`src/rtl/hd_timing_pkg.sv`:
```
// 720p raster constants, genlock state type and a 13-bit sum helper shared by the timing generator.
// Pure definitions: no latency, no flow control.
package hd_timing_pkg;

    localparam int HD720_H_ACTIVE = 1280;
    localparam int HD720_H_FP     = 110;
    localparam int HD720_H_SYNC   = 40;
    localparam int HD720_H_BP     = 220;
    localparam int HD720_V_ACTIVE = 720;
    localparam int HD720_V_FP     = 5;
    localparam int HD720_V_SYNC   = 5;
    localparam int HD720_V_BP     = 20;

    typedef enum logic {
        IDLE = 1'b0,
        PEND = 1'b1
    } lock_state_t;

    // Totals and window edges are carried in 13 bits so H_TOTAL=4096 / V_TOTAL=2048 still fit.
    function automatic logic [12:0] sum13(input int a, input int b, input int c, input int d);
        return 13'(a + b + c + d);
    endfunction

endpackage

```
`src/rtl/hd_timing_gen_if.sv`:
```
// HD timing bundle: control inputs from the system side, raster outputs toward the upsampler.
// master = timing generator, slave = consumer; no handshake, outputs are free-running levels/pulses.
interface hd_timing_gen_if;

    logic        i_enable;
    logic        i_lock_en;
    logic        i_frame_end;
    logic        o_hd_clk;
    logic        o_hd_hsync;
    logic        o_hd_vsync;
    logic        o_hd_de;
    logic [11:0] o_hd_x;
    logic [10:0] o_hd_y;
    logic        o_frame_start;

    modport master (
        input  i_enable, i_lock_en, i_frame_end,
        output o_hd_clk, o_hd_hsync, o_hd_vsync, o_hd_de, o_hd_x, o_hd_y, o_frame_start
    );

    modport slave (
        output i_enable, i_lock_en, i_frame_end,
        input  o_hd_clk, o_hd_hsync, o_hd_vsync, o_hd_de, o_hd_x, o_hd_y, o_frame_start
    );

endinterface

```
`src/rtl/hd_timing_gen_pix_en_div.sv`:
```
// Pixel-rate divider: pix_en is combinational on div==CLK_DIV-1, hd_clk registered one clk behind div.
// enable=0 freezes div and holds hd_clk; pix_en is forced low.
module pix_en_div #(
    parameter int CLK_DIV = 2
) (
    input  logic clk,
    input  logic rst_n,
    input  logic enable,
    output logic pix_en,
    output logic hd_clk
);

    localparam int              W        = $clog2(CLK_DIV);
    localparam logic [W-1:0]    DIV_LAST = W'(CLK_DIV - 1);
    localparam logic [W-1:0]    DIV_HALF = W'(CLK_DIV / 2);

    logic [W-1:0] div;

    assign pix_en = enable && (div == DIV_LAST);

    always_ff @(posedge clk or negedge rst_n) begin
        if (!rst_n) begin
            div    <= '0;
            hd_clk <= 1'b0;
        end else if (enable) begin
            div    <= pix_en ? '0 : div + W'(1);
            hd_clk <= (div < DIV_HALF);
        end
    end

endmodule

```
`src/rtl/hd_timing_gen.sv`:
```
// 720p raster timing generator with optional PAL genlock of the vertical counter; outputs lag counters by 1 clk.
// i_enable=0 freezes divider, counters and raster outputs; genlock capture keeps running.
module hd_timing_gen
    import hd_timing_pkg::*;
#(
    parameter int   H_ACTIVE  = HD720_H_ACTIVE,
    parameter int   H_FP      = HD720_H_FP,
    parameter int   H_SYNC    = HD720_H_SYNC,
    parameter int   H_BP      = HD720_H_BP,
    parameter int   V_ACTIVE  = HD720_V_ACTIVE,
    parameter int   V_FP      = HD720_V_FP,
    parameter int   V_SYNC    = HD720_V_SYNC,
    parameter int   V_BP      = HD720_V_BP,
    parameter int   CLK_DIV   = 2,
    parameter int   LOCK_LINE = 0,
    parameter logic SYNC_POL  = 1'b1
) (
    input  logic            clk,
    input  logic            rst_n,
    hd_timing_gen_if.master hd
);

    localparam logic [12:0] H_TOTAL  = sum13(H_ACTIVE, H_FP, H_SYNC, H_BP);
    localparam logic [12:0] V_TOTAL  = sum13(V_ACTIVE, V_FP, V_SYNC, V_BP);
    localparam logic [12:0] H_ACT    = sum13(H_ACTIVE, 0, 0, 0);
    localparam logic [12:0] V_ACT    = sum13(V_ACTIVE, 0, 0, 0);
    localparam logic [12:0] HS_START = sum13(H_ACTIVE, H_FP, 0, 0);
    localparam logic [12:0] HS_END   = sum13(H_ACTIVE, H_FP, H_SYNC, 0);
    localparam logic [12:0] VS_START = sum13(V_ACTIVE, V_FP, 0, 0);
    localparam logic [12:0] VS_END   = sum13(V_ACTIVE, V_FP, V_SYNC, 0);
    localparam logic [10:0] LOCK_V   = 11'(LOCK_LINE);

    logic        pix_en;
    logic [11:0] h;
    logic [10:0] v;
    logic [12:0] h13;
    logic [12:0] v13;
    logic        h_last;
    logic        v_last;
    logic        line_wrap;
    logic        reload;
    logic        entered;
    lock_state_t lock_state;
    logic        lock_pend;

    pix_en_div #(.CLK_DIV(CLK_DIV)) u_div (
        .clk    (clk),
        .rst_n  (rst_n),
        .enable (hd.i_enable),
        .pix_en (pix_en),
        .hd_clk (hd.o_hd_clk)
    );

    assign h13       = {1'b0, h};
    assign v13       = {2'b00, v};
    assign h_last    = (h13 == H_TOTAL - 13'd1);
    assign v_last    = (v13 == V_TOTAL - 13'd1);
    assign line_wrap = pix_en && h_last;
    assign reload    = line_wrap && lock_pend && hd.i_lock_en;

    // Pulses arriving while already pending are absorbed: one reload per pending period.
    always_ff @(posedge clk or negedge rst_n) begin
        if (!rst_n) begin
            lock_state <= IDLE;
            lock_pend  <= 1'b0;
        end else begin
            case (lock_state)
                IDLE: begin
                    if (hd.i_frame_end && hd.i_lock_en) begin
                        lock_state <= PEND;
                        lock_pend  <= 1'b1;
                    end
                end
                PEND: begin
                    if (!hd.i_lock_en || line_wrap) begin
                        lock_state <= IDLE;
                        lock_pend  <= 1'b0;
                    end
                end
                default: begin
                    lock_state <= IDLE;
                    lock_pend  <= 1'b0;
                end
            endcase
        end
    end

    always_ff @(posedge clk or negedge rst_n) begin
        if (!rst_n) begin
            h       <= '0;
            v       <= '0;
            entered <= 1'b0;
        end else begin
            entered <= 1'b0;
            if (pix_en) begin
                if (h_last) begin
                    h <= '0;
                    if (reload) begin
                        v       <= LOCK_V;
                        entered <= (LOCK_V == 11'd0);
                    end else if (v_last) begin
                        v       <= '0;
                        entered <= 1'b1;
                    end else begin
                        v <= v + 11'd1;
                    end
                end else begin
                    h <= h + 12'd1;
                end
            end
        end
    end

    // frame_start is not gated so a frame entry is never stretched or lost by i_enable.
    always_ff @(posedge clk or negedge rst_n) begin
        if (!rst_n) begin
            hd.o_hd_x        <= '0;
            hd.o_hd_y        <= '0;
            hd.o_hd_de       <= 1'b0;
            hd.o_hd_hsync    <= ~SYNC_POL;
            hd.o_hd_vsync    <= ~SYNC_POL;
            hd.o_frame_start <= 1'b0;
        end else begin
            hd.o_frame_start <= entered;
            if (hd.i_enable) begin
                hd.o_hd_x     <= h;
                hd.o_hd_y     <= v;
                hd.o_hd_de    <= (h13 < H_ACT) && (v13 < V_ACT);
                hd.o_hd_hsync <= ((h13 >= HS_START) && (h13 < HS_END)) ? SYNC_POL : ~SYNC_POL;
                hd.o_hd_vsync <= ((v13 >= VS_START) && (v13 < VS_END)) ? SYNC_POL : ~SYNC_POL;
            end
        end
    end

endmodule

```
`src/flat_wrapper.sv`:
```
// flat-port wrapper written by rule: the top's interface ports become plain ports
module hd_timing_gen_flat import hd_timing_pkg::*;
#(
    parameter int   H_ACTIVE  = HD720_H_ACTIVE,
    parameter int   H_FP      = HD720_H_FP,
    parameter int   H_SYNC    = HD720_H_SYNC,
    parameter int   H_BP      = HD720_H_BP,
    parameter int   V_ACTIVE  = HD720_V_ACTIVE,
    parameter int   V_FP      = HD720_V_FP,
    parameter int   V_SYNC    = HD720_V_SYNC,
    parameter int   V_BP      = HD720_V_BP,
    parameter int   CLK_DIV   = 2,
    parameter int   LOCK_LINE = 0,
    parameter logic SYNC_POL  = 1'b1
)
  (clk, rst_n, hd_i_enable, hd_i_lock_en, hd_i_frame_end, hd_o_hd_clk, hd_o_hd_hsync, hd_o_hd_vsync, hd_o_hd_de, hd_o_hd_x, hd_o_hd_y, hd_o_frame_start);
  hd_timing_gen_if hd_i ();
  input  logic clk;
  input  logic rst_n;
  input wire logic [$bits(hd_i.i_enable)-1:0] hd_i_enable;
  input wire logic [$bits(hd_i.i_lock_en)-1:0] hd_i_lock_en;
  input wire logic [$bits(hd_i.i_frame_end)-1:0] hd_i_frame_end;
  output wire logic [$bits(hd_i.o_hd_clk)-1:0] hd_o_hd_clk;
  output wire logic [$bits(hd_i.o_hd_hsync)-1:0] hd_o_hd_hsync;
  output wire logic [$bits(hd_i.o_hd_vsync)-1:0] hd_o_hd_vsync;
  output wire logic [$bits(hd_i.o_hd_de)-1:0] hd_o_hd_de;
  output wire logic [$bits(hd_i.o_hd_x)-1:0] hd_o_hd_x;
  output wire logic [$bits(hd_i.o_hd_y)-1:0] hd_o_hd_y;
  output wire logic [$bits(hd_i.o_frame_start)-1:0] hd_o_frame_start;
  assign hd_i.i_enable = hd_i_enable;
  assign hd_i.i_lock_en = hd_i_lock_en;
  assign hd_i.i_frame_end = hd_i_frame_end;
  assign hd_o_hd_clk = hd_i.o_hd_clk;
  assign hd_o_hd_hsync = hd_i.o_hd_hsync;
  assign hd_o_hd_vsync = hd_i.o_hd_vsync;
  assign hd_o_hd_de = hd_i.o_hd_de;
  assign hd_o_hd_x = hd_i.o_hd_x;
  assign hd_o_hd_y = hd_i.o_hd_y;
  assign hd_o_frame_start = hd_i.o_frame_start;
  hd_timing_gen #(.H_ACTIVE(H_ACTIVE), .H_FP(H_FP), .H_SYNC(H_SYNC), .H_BP(H_BP), .V_ACTIVE(V_ACTIVE), .V_FP(V_FP), .V_SYNC(V_SYNC), .V_BP(V_BP), .CLK_DIV(CLK_DIV), .LOCK_LINE(LOCK_LINE), .SYNC_POL(SYNC_POL)) u_core (.clk(clk), .rst_n(rst_n), .hd(hd_i));
endmodule
```
`config.mk`:
```
export PLATFORM = sky130hd
export DESIGN_NAME = hd_timing_gen_flat
export DESIGN_NICKNAME = d
export VERILOG_FILES = /design/src/rtl/hd_timing_pkg.sv /design/src/rtl/hd_timing_gen_if.sv /design/src/rtl/hd_timing_gen_pix_en_div.sv /design/src/rtl/hd_timing_gen.sv /design/src/flat_wrapper.sv
export SDC_FILE = /design/constraint.sdc
export NUM_CORES = 1
export LEC_CHECK = 0
export ABC_AREA = 1
export BUFFER_PORTS_ARGS = -buffer_cell sky130_fd_sc_hd__buf_4
export CORE_AREA = 2 2 58 102
export DETAILED_ROUTE_END_ITERATION = 8
export DIE_AREA = 0 0 60 104
export PLACE_DENSITY_LB_ADDON = 0.08
export SKIP_LAST_GASP = 1
export SLEW_MARGIN = 5
export SYNTH_ARGS = -nofsm -noshare
export SYNTH_HDL_FRONTEND = slang
export SYNTH_SLANG_ARGS = --single-unit
```
`constraint.sdc`:
```
create_clock -name clk -period 1.25 [get_ports clk]
set_input_delay 0.25 -clock clk [delete_from_list [all_inputs] [get_ports clk]]
set_output_delay 0.25 -clock clk [all_outputs]
set_load 0.02 [all_outputs]
```
======== Word-level counts from Yosys, hierarchy flattened ========
Index checks and enable logic that the tools add are counted.
storage, ports and cells
  register bits ........................... 55
  bits in latches ......................... 0
  memory bits (writable) .................. 0
  ROM bits ................................ 0
  input bits .............................. 5
  output and inout bits ................... 28
  memories kept ........................... 0
operators by class
  add/sub/neg operators ................... 3
  multipliers ............................. 0
  div/mod/pow operators ................... 0
  magnitude comparators ................... 7
  equal/unequal tests ..................... 4
  shift-type cells ........................ 0
  muxes and demuxes ....................... 16
  bitwise operators ....................... 1
  reductions and logical operators ........ 12
operator list
  kind                     number
  $lt A12 B11 Y1 const B   2
  $lt A11 B10 Y1 const B   2
  $mux W11                 2
  $add A12 B1 Y12 const B  1
  $eq A12 B11 Y1 const B   1
  $ge A12 B11 Y1 const B   1
  $mux W12                 1
  $add A11 B1 Y11 const B  1
  $eq A11 B10 Y1 const B   1
  $ge A11 B10 Y1 const B   1
  $mux W1                  11
  $logic_and A1 B1 Y1      8
  $pmux W1 S2              2
  $reduce_and A2 Y1        2
  $ne A2 B1 Y1 const B     1
  $ne A2 B2 Y1 const B     1
  $add A1 B1 Y1 const B    1
  $logic_not A1 Y1         1
  $logic_or A1 B1 Y1       1
  $lt A1 B1 Y1 const B     1
  $not A1 Y1               1

======== Depth between registers and ports, before layout ========
  depth after elaboration ................. 7
  gate-level depth with buffers ........... 9
  depth with buffers taken out ............ 8

======== Hierarchy ========
A second synthesis with hierarchy kept.
unflattened totals
  cells, all modules ...................... 345
  area total of the unflattened synthesis .. 2782.7 um2
by module, submodules not included
  module         times used  cells an instance  area each (um2)
  hd_timing_gen  1           334                2698.8
  pix_en_div     1           11                 83.8

======== Least setup slack after synthesis ========
No wires, ideal clock.
  path type ............................... register -> register
  start ................................... register u_core.h[1]
  end ..................................... register u_core.v[5]
  setup time .............................. 118 ps
  data arrival time ....................... 1226 ps
  required time ........................... 1132 ps
  path slack .............................. -95 ps
  cell stages (with the launch flop) ...... 9
  buffers on the path ..................... 1
  period minus slack after synthesis ...... 1345 ps
  cell sequence ........................... dfrtp_1 -> inv_1 -> ha_1 -> nand2_1 -> nor2_4 -> nand4_2 -> buf_6 -> nand2_1 -> nand2_1
on the way
  cells in the longest elaborated chain, start to end .. 5
  elaborated cells between the ends (all ways) .. 6
  classes of those cells .................. 1 x eq/ne; 1 x mux; 4 x reduce/logical
ends and longest elaborated chain
  element                            RTL line              text
  start, declared                    hd_timing_gen.sv:34   logic [11:0] h;
  start signal, assigned             hd_timing_gen.sv:108  h <= h + 12'd1;
  $eq A12 B11 Y1 (*)                 hd_timing_gen.sv:56   assign h_last = (h13 == H_TOTAL - 13'd1);
  $logic_and A1 B1 Y1                hd_timing_gen.sv:58   assign line_wrap = pix_en && h_last;
  $logic_and A1 B1 Y1 (2 in series)  hd_timing_gen.sv:59   assign reload = line_wrap && lock_pend && hd.i_lock_en;
  $mux W11                           hd_timing_gen.sv:98   if (reload) begin
  end signal, assigned               hd_timing_gen.sv:105  v <= v + 11'd1;
  end, declared                      hd_timing_gen.sv:35   logic [10:0] v;
Every way passes the cells marked *; elsewhere a longest branch is shown, timed or not.
A chain may end at the register's enable or synchronous reset.

======== Final worst setup path ========
  start ................................... register u_core.h[1]
  end ..................................... register u_core.v[4]
The elaborated chain is that of the path after synthesis.

==> results.sh <==
export IMPL_status="finished, violations left"
export IMPL_failed_checks="negative setup slack"
export IMPL_grt_pass1_wl_um=12100
export IMPL_drv_cap=0
export IMPL_synth_area_um2=2740
export IMPL_track_usage_pct=26.4
export IMPL_async_flop_share_pct=100
export IMPL_drc=0
export IMPL_vias=2528
export IMPL_clock_latency_ps=330
export IMPL_syn_inst=333
export IMPL_cts_clk_slew_worst_paths_ps=100
export IMPL_clock_sinks=55
export IMPL_finalClockSkew_ps=8.62
export IMPL_required_ps=1520
export IMPL_power_total_uw=5520
export IMPL_worst_ep_arrival_time_ps=1740
export IMPL_cts_buffers=5
export IMPL_hold_viol=0
export IMPL_slew_violations=0
export IMPL_worst_slack_ps=-218
export IMPL_via_per_inst=5.04
export IMPL_synth_area_leaders="dfrtp_1 (50%), nand2_1 (13%), o21ai_0 (5.1%), nor2_1 (4.5%), inv_1 (4.1%)"
export IMPL_netlist_area_leader_share_pct=50.3
export IMPL_hp_class="input port to flip-flop"
export IMPL_timing_final_crit_share_pct=117
export IMPL_wl_um=7530
export IMPL_vdd_drop_max_mv=1.28
export IMPL_crit_fanout=7
export IMPL_synth_warnings=0
export IMPL_dp_cells=491
export IMPL_dpl_instance_area_um2=3500
export IMPL_worst_setup_path_end_kind="flip-flop"
export IMPL_clock_root_buffer="clkbuf_8"
export IMPL_final_antenna_net_count=0
export IMPL_p_leak_uw=0.00189
export IMPL_synth_top_area_cell="dfrtp_1"
export IMPL_synth_nets=342
export IMPL_cts_tree="built"
export IMPL_ys_seq_elements=55
export IMPL_critical_path_class="flip-flop to flip-flop"
export IMPL_area_delta_synth_final_pct=36.2
export IMPL_hold_slack_ps=182
export IMPL_antenna_found_initial=0
export IMPL_drt_iter0_drc=96
export IMPL_grt_pass1_vias=2576
export IMPL_dr_pass1_iters=4
export IMPL_min_period_ps=1470
export IMPL_route_detailed_wl_per_inst_um=15.0
export IMPL_hpwl_um=5550
export IMPL_synth_cell_types=32
export IMPL_start_util_pct=50.3
export IMPL_clock_path_buffers=2
export IMPL_ys_seq_area_share_pct=50.3
export IMPL_maxSlewHeadroom_pct=66.5
export IMPL_rsz0062_at_grt="yes"
export IMPL_die_area_um2=6240
export IMPL_io_pins=33
export IMPL_grt_max_degree=56
export IMPL_setup_viol=27
export IMPL_avgSynthCellArea_um2=8.22
export IMPL_rows=36
export IMPL_worst_slew_pin_transition_ps=501
export IMPL_gp_congestion=0.974
export IMPL_overflow=0
export IMPL_io_buffer_count=32
export IMPL_critPathLaunchType="flip-flop"
export IMPL_powerDensity_nw_per_um2=1480
export IMPL_nets=434
export IMPL_dieHeight_um=104
export IMPL_die_x_um=60
export IMPL_drive_gt1_share_pct=33.8
export IMPL_coreArea_um2=5450
export IMPL_max_freq_mhz=681
export IMPL_htreeDepth=2
export IMPL_synth_most_common_cell="nand2_1"
export IMPL_design_area_um2=3730
export IMPL_instances_no_fill=502
export IMPL_synth_edff_count=0
export IMPL_ys_flop_type="dfrtp_1"
export IMPL_yosys_top_cells_count="nand2_1 (94), dfrtp_1 (55), nor2_1 (33)"
export IMPL_insertedDiodeCount=0
[critical path, cell delays in order (launching register included)]
cell,delay (ps)
dfrtp_1,420
inv_2,90
ha_4,130
nand2_4,50
nor2_4,130
nand3_4,150
nor2_4,270
nand3_2,110
nand2_1,70
[placed cells by master (no fill, tap or decap), drive strengths merged]
cell type and n:
a211oi 2, a31oi 1, clkinvlp 1, nand2 99
ha 4, o31ai 1, nor3b 2, xnor2 1
clkbuf 6, o21ai 28, nand4 12, inv 33
buf 95, nand3 21, clkinv 2, a22oi 1
nor4 1, dlygate4sd3 1, dfrtp 55, and3 1
nor3 4, a21oi 8, nor2 41, xor2 6
[path summary, 6_finish.rpt]
path | from | end | slack [ps] | cells past startpoint
setup / recovery | u_core.h[1] | u_core.v[4] | -220 | 8
hold / removal | hd_i_frame_end | u_core.lock_state | 180 | 3
setup reg to reg | u_core.h[1] | u_core.v[4] | -220 | 8
hold reg to reg | u_core.entered | u_core.hd.o_frame_start | 370 | 0
max in group asynchronous | rst_n | u_core.v[4] | 550 | 3
min in group asynchronous | rst_n | u_core.hd.o_hd_y[1] | 430 | 3
[report_power, final]
group          internal [uW]  switching [uW]  leakage (uW)
clock network            393             614     0.0000412
registers               2090             230      0.000700
logic                    959            1230       0.00115
[kinds of logic (layout without fill, tap and decap cells)]
family,count (synthesis),count (layout),synth area share (%)
compound gates,41,41,7.90
xor+xnor,7,7,2.24
fa+ha+maj,4,4,1.83
buf+inv,46,138,7.58
flops,55,55,50.3
simple gates,180,181,30.2
[repair_timing]
item,CTS,global route
gates resized for setup,13,19
hold buffers,1,0
buffers inserted,1,0
gates cloned,1,0
endpoints found under the setup margin,27,29
pin swaps,8,2
endpoints found under the hold margin,55,0
[registers in the layout, summed over array words and instances (netlist names)]
name,count
u_core.u_div.hd_clk,1
u_core.entered,1
u_core.lock_pend,1
u_core.hd.o_hd_vsync,1
u_core.hd.o_hd_y,11
u_core.hd.o_hd_de,1
u_core.lock_state,1
u_core.u_div.div,1
u_core.hd.o_hd_hsync,1
u_core.hd.o_frame_start,1
u_core.v,11
u_core.hd.o_hd_x,12
u_core.h,12
[layer usage]
layer  up-vias  track usage, %  part of all wire, %
met5         -               0                    0
met4         0            16.3                  5.4
met3        27            4.35                  3.0
met2        56            46.3                   57
met1      1198            27.4                   35
li1       1247               -                    -
[area by class of cell]
class / count / area (um^2)
fill: 444 / 1720
sequential: 55 / 1380
multi-input combinational: 233 / 1300
timing repair buffer: 96 / 743
inverter: 34 / 129
tap: 76 / 95.1
clock buffer: 6 / 72.6
clock inverter: 2 / 12.5
[through the flow]
stage / setup slack [ps] / utilization (%) / setup TNS (ps)
floorplan: -86.6 / - / -814
global placement: -155 / 64.2 / -2710
detailed placement: -199 / 64.2 / -3450
CTS: -197 / 67.3 / -3750
global route: -292 / 68.5 / -5870
finish: -218 / 68.5 / -3770
Note: power is estimated with default switching activity, not from simulation.
